[src/rtl/reg_file.sv]
// 32 x 32 MIPS register file: one synchronous write port, two combinational read
// ports, r0 hardwired to zero, same-cycle write-to-read bypass on each port.
module reg_file #(
   parameter int DATA_WIDTH = 32,
   parameter int ADDR_WIDTH = 5
) (
   input  logic                  clk,
   input  logic                  reset,
   input  logic [ADDR_WIDTH-1:0] wr_num,
   input  logic [DATA_WIDTH-1:0] wr_data,
   input  logic                  wr_en,
   input  logic [ADDR_WIDTH-1:0] rd0_num,
   output logic [DATA_WIDTH-1:0] rd0_data,
   input  logic [ADDR_WIDTH-1:0] rd1_num,
   output logic [DATA_WIDTH-1:0] rd1_data
);
   localparam int DEPTH   = 2 ** ADDR_WIDTH;
   localparam int NUM_RD  = 2;

   logic [DEPTH-1:0][DATA_WIDTH-1:0]  regs_q, regs_d;
   logic [NUM_RD-1:0][ADDR_WIDTH-1:0] rd_num;
   logic [NUM_RD-1:0][DATA_WIDTH-1:0] rd_data;
   logic                              wr_hit;

   // A write that will actually land; also the bypass qualifier for the read ports.
   assign wr_hit = !reset && wr_en && (wr_num != '0);

   always_comb begin
      regs_d = regs_q;
      if (wr_hit) regs_d[wr_num] = wr_data;
      regs_d[0] = '0;
   end

   always_ff @(posedge clk) begin
      if (reset) regs_q <= '0;
      else       regs_q <= regs_d;
   end

   assign rd_num   = {rd1_num, rd0_num};
   assign rd0_data = rd_data[0];
   assign rd1_data = rd_data[1];

   // r0 rule > bypass > stored value, independently per port.
   for (genvar p = 0; p < NUM_RD; p++) begin : g_rd
      assign rd_data[p] = (rd_num[p] == '0)                ? '0      :
                          (wr_hit && (wr_num == rd_num[p])) ? wr_data :
                                                              regs_q[rd_num[p]];
   end
endmodule

[config.mk]
export PLATFORM = sky130hd
export DESIGN_NAME = reg_file
export DESIGN_NICKNAME = d
export VERILOG_FILES = /design/src/rtl/reg_file.sv
export SDC_FILE = /design/constraint.sdc
export NUM_CORES = 2
export LEC_CHECK = 0
export ABC_AREA = 1
export BUFFER_PORTS_ARGS = -buffer_cell sky130_fd_sc_hd__clkbuf_2
export CAP_MARGIN = 20
export CORE_ASPECT_RATIO = 2
export CORE_MARGIN = 8
export CORE_UTILIZATION = 39
export DETAILED_ROUTE_END_ITERATION = 10
export PLACE_DENSITY = 0.52
export SLEW_MARGIN = 20
export SYNTH_ARGS = -nofsm -noshare
export SYNTH_HDL_FRONTEND = slang
export SYNTH_SLANG_ARGS = --single-unit
[constraint.sdc]
create_clock -name clk -period 3.28 [get_ports clk]
set_input_delay 0.164 -clock clk [delete_from_list [all_inputs] [get_ports clk]]
set_output_delay 0.164 -clock clk [all_outputs]
set_load 0.05 [all_outputs]
==> metrics.md <==
| Metric | Value |
|---|---|
| Outcome | `finished, final reports clean` |
| Worst Slack Setup Final | `slightly below 70 ps` |
| Max-slew violations | `0` |
| Worst Max-Slew Pin Slew | `1310 ps` |
| 1st-iter DRT viols | `around 7.9k` |
| Final Util | `43.7%` |
| Post-synthesis cell area | `57100 um^2` |
| Max transition margin | `12.9%` |
| First-pass GRT wire length | `just over 400000 um` |
| Max Root-Sink Buffers | `3` |
| Time the worst path needs with I/O delays and setup | `around 3200 ps` |
| Setup TNS | `0 ps` |
| Yosys reg bits | `between 900 and 1k` |
| Non-filler cells, final | `approximately 11k` |
| # setup viols final | `0` |
| Clk slew on worst S/H paths | `approximately 80 ps` |
| Top reg by flops | `regs_q` |
| Placer Congestion | `0.903` |
| WHS | `76.6 ps` |
| Overall Global Routing Usage | `a little over a third` |
| Worst min-delay path category | `in2reg` |
| DR DRC count | `0` |
| Power Total | `about 29 mW` |
| Post-synth top area share | `between 30% and 40%` |
| Pre-CTS setup slack | `approximately 220 ps` |
| Clock skew | `0 ps` |
| Clock Sinks | `around 990` |
| Die area | `between 150000 and 200000 um^2` |
| Critical Path Source Type | `input port` |
| Area contributors post-synth | `dfxtp_1 (35%), nand2_1 (23%), nand3_1 (11%), nor2_1 (6.1%), a21oi_1 (5.9%)` |
| Largest net degree at the start of global routing | `188` |
| CTS root buffer | `clkbuf_16` |
| Class of the most critical setup path | `in2out` |
| Placed insts | `~11k` |
| Die width | `~290 um` |
| Post-CTS Hold Buffers | `10` |
| Leak pwr | `25.7 nW` |
| Vias post-DR | `roughly 64k` |
| Num ports | `about 110` |
| Layout cells sized above 1 | `6.33%` |
| Area grow syn2layout | `11.2%` |
| Num CTS Buffers | `between 90 and 100` |
| Die height | `between 500 and 600 um` |
| Yosys warning total | `0` |
| Synth cell types | `25` |
| Synth Net Count | `about 9.7k` |
| Power density cells | `roughly 450 nW/um^2` |
| ANT nets after route | `0` |
| Drt pass-1 iters | `9` |
| Initial antenna violation count | `8` |
| Max cap viols | `0` |
| Number of vias per cell | `approximately 5.7` |
| CP endpoint kind | `output pin` |
| Placed cell area | `around 60000 um^2` |
| Top flop regs | `regs_q: 992 flops` |
| Worst skew pair latency | `700 ps` |
| Number of global-route vias before repair | `60.7k` |
| Initial core utilization | `about 40%` |
| # rows | `a little under 200` |
| Finished Cell Area | `63500 um^2` |
| CTS tree | `yes` |
| CP Data Arrival Time | `~3100 ps` |
| Post-CTS Setup Inserts | `0` |
| Final hold viol count | `0` |
| Layout Nets | `just over 9k` |
| Core Area | `~150000 um^2` |
| Peak supply drop | `around 0.36 mV` |
| Port Buf Inserts | `about 110` |
| Unrepaired setup endpoints after global routing | `false` |
| Peak Freq | `0.311 GHz` |
| Post-DP HPWL | `170000 um` |
| Fillers | `between 15k and 20k` |
| Post-synth top area cell | `dfxtp_1` |
| Total grt overflow | `0` |
| Largest register FFs | `roughly 990` |
| Worst Path Required | `~3100 ps` |
| Post_cts resized | `0` |
| Routed WL per cell | `approximately 26 um` |
| Final period utilization | `97.9%` |
| H-tree levels | `3` |
| WL final | `a little under 300000 um` |
| Mapped Cells | `roughly 9.7k` |
| CP max FO | `32` |
| Seq/Total Area, Yosys | `about a third` |
| Syn avg cell area | `5.91 um^2` |
==> cells by family (layout without fill, tap and decap cells) <==
group | count (synthesis) | count (layout) | share of synthesized area [%]
flops | 992 | 992 | 34.8
compound gates | 1088 | 1088 | 11.1
xor+xnor | 4 | 4 | 0.0613
buf+inv | 1734 | 1436 | 11.9
simple gates | 5851 | 5851 | 42.1
other cells | 0 | 4 | 0
==> cells in the final DEF (no fill, tap or decap), types with 8 or more instances in the layout <==
cell type      Yosys  layout
inv_2             27      27
nand2_2            6      23
clkbuf_8           0      28
o21ai_0           63      63
clkbuf_1         497      26
buf_4              2     181
dfxtp_1          992     992
nand2_1         3426    3400
nand4_1           19      19
dlygate4sd3_1      0       9
a211oi_1         250     250
a21oi_1          668     668
clkbuf_2          32      56
clkbuf_16          0     101
nor3_1            97      97
nand3_1         1288    1288
o211ai_1         107     107
inv_1            866     859
nor2_1           935     932
clkinv_2           0      17
nand2_4            4      13
buf_12             0     109
nor2_2            11       8
nor3b_1           64      64
==> final timing paths <==
check                               endpoint  depth (start not counted)  slack (ps)    startpoint
worst min register to register   regs_q[991]                          2         460   regs_q[991]
worst max register to register  regs_q[1001]                          3        2100  regs_q[1001]
worst max-delay path            rd1_data[12]                         11          70     wr_num[0]
worst min-delay path             regs_q[583]                          3          80    wr_data[7]
==> power breakdown <==
group	switching (mW)	internal, mW	leakage [nW]	total (mW)
clock	5.34	6.59	1.61	11.9
sequential	0.0331	12.1	7.99	12.1
combinational	3.32	1.15	16.1	4.48
total	8.70	19.8	25.7	28.5
==> metal layers <==
metal  GRT usage, %  up-vias  routed length [um]
met5              0        -                  28
met4           24.5        4               23400
met3           6.53     1041               26500
met2           57.4     3598              134000
met1           40.1    30200              106000
li1               -    29700                   -
==> final cells by class <==
| class | count | area, um^2 | share of cell area [%] |
|---|---|---|---|
| multi-input combinational | 6943 | 30600 | 48.2 |
| sequential | 992 | 19900 | 31.3 |
| timing repair buffer | 363 | 4040 | 6.36 |
| inverter | 894 | 3390 | 5.34 |
| clock buffer | 155 | 3010 | 4.74 |
| tap | 1900 | 2380 | 3.74 |
| clock inverter | 24 | 230 | 0.363 |
| antenna | 4 | 10.0 | 0.0158 |
==> worst max-delay path: stages <==
cell,delay (ps)
clkbuf_2,160
nor2_2,130
buf_4,190
nand2_1,110
nand2_4,130
inv_4,110
nand2_2,100
buf_4,700
nand3_1,500
nand2_1,530
buf_12,200
==> cell usage after synthesis (all sizes together) <==
| cell | number |
|---|---|
| a211oi | 250 |
| a21oi | 668 |
| buf | 311 |
| clkbuf | 529 |
| dfxtp | 992 |
| inv | 894 |
| nand2 | 3436 |
| nand3 | 1288 |
| nand4 | 19 |
| nor2 | 946 |
| nor3 | 97 |
| nor3b | 64 |
| nor4 | 1 |
| o211ai | 107 |
| o21ai | 63 |
| xor2 | 4 |
No activity file was read; power rests on OpenSTA's default activity.
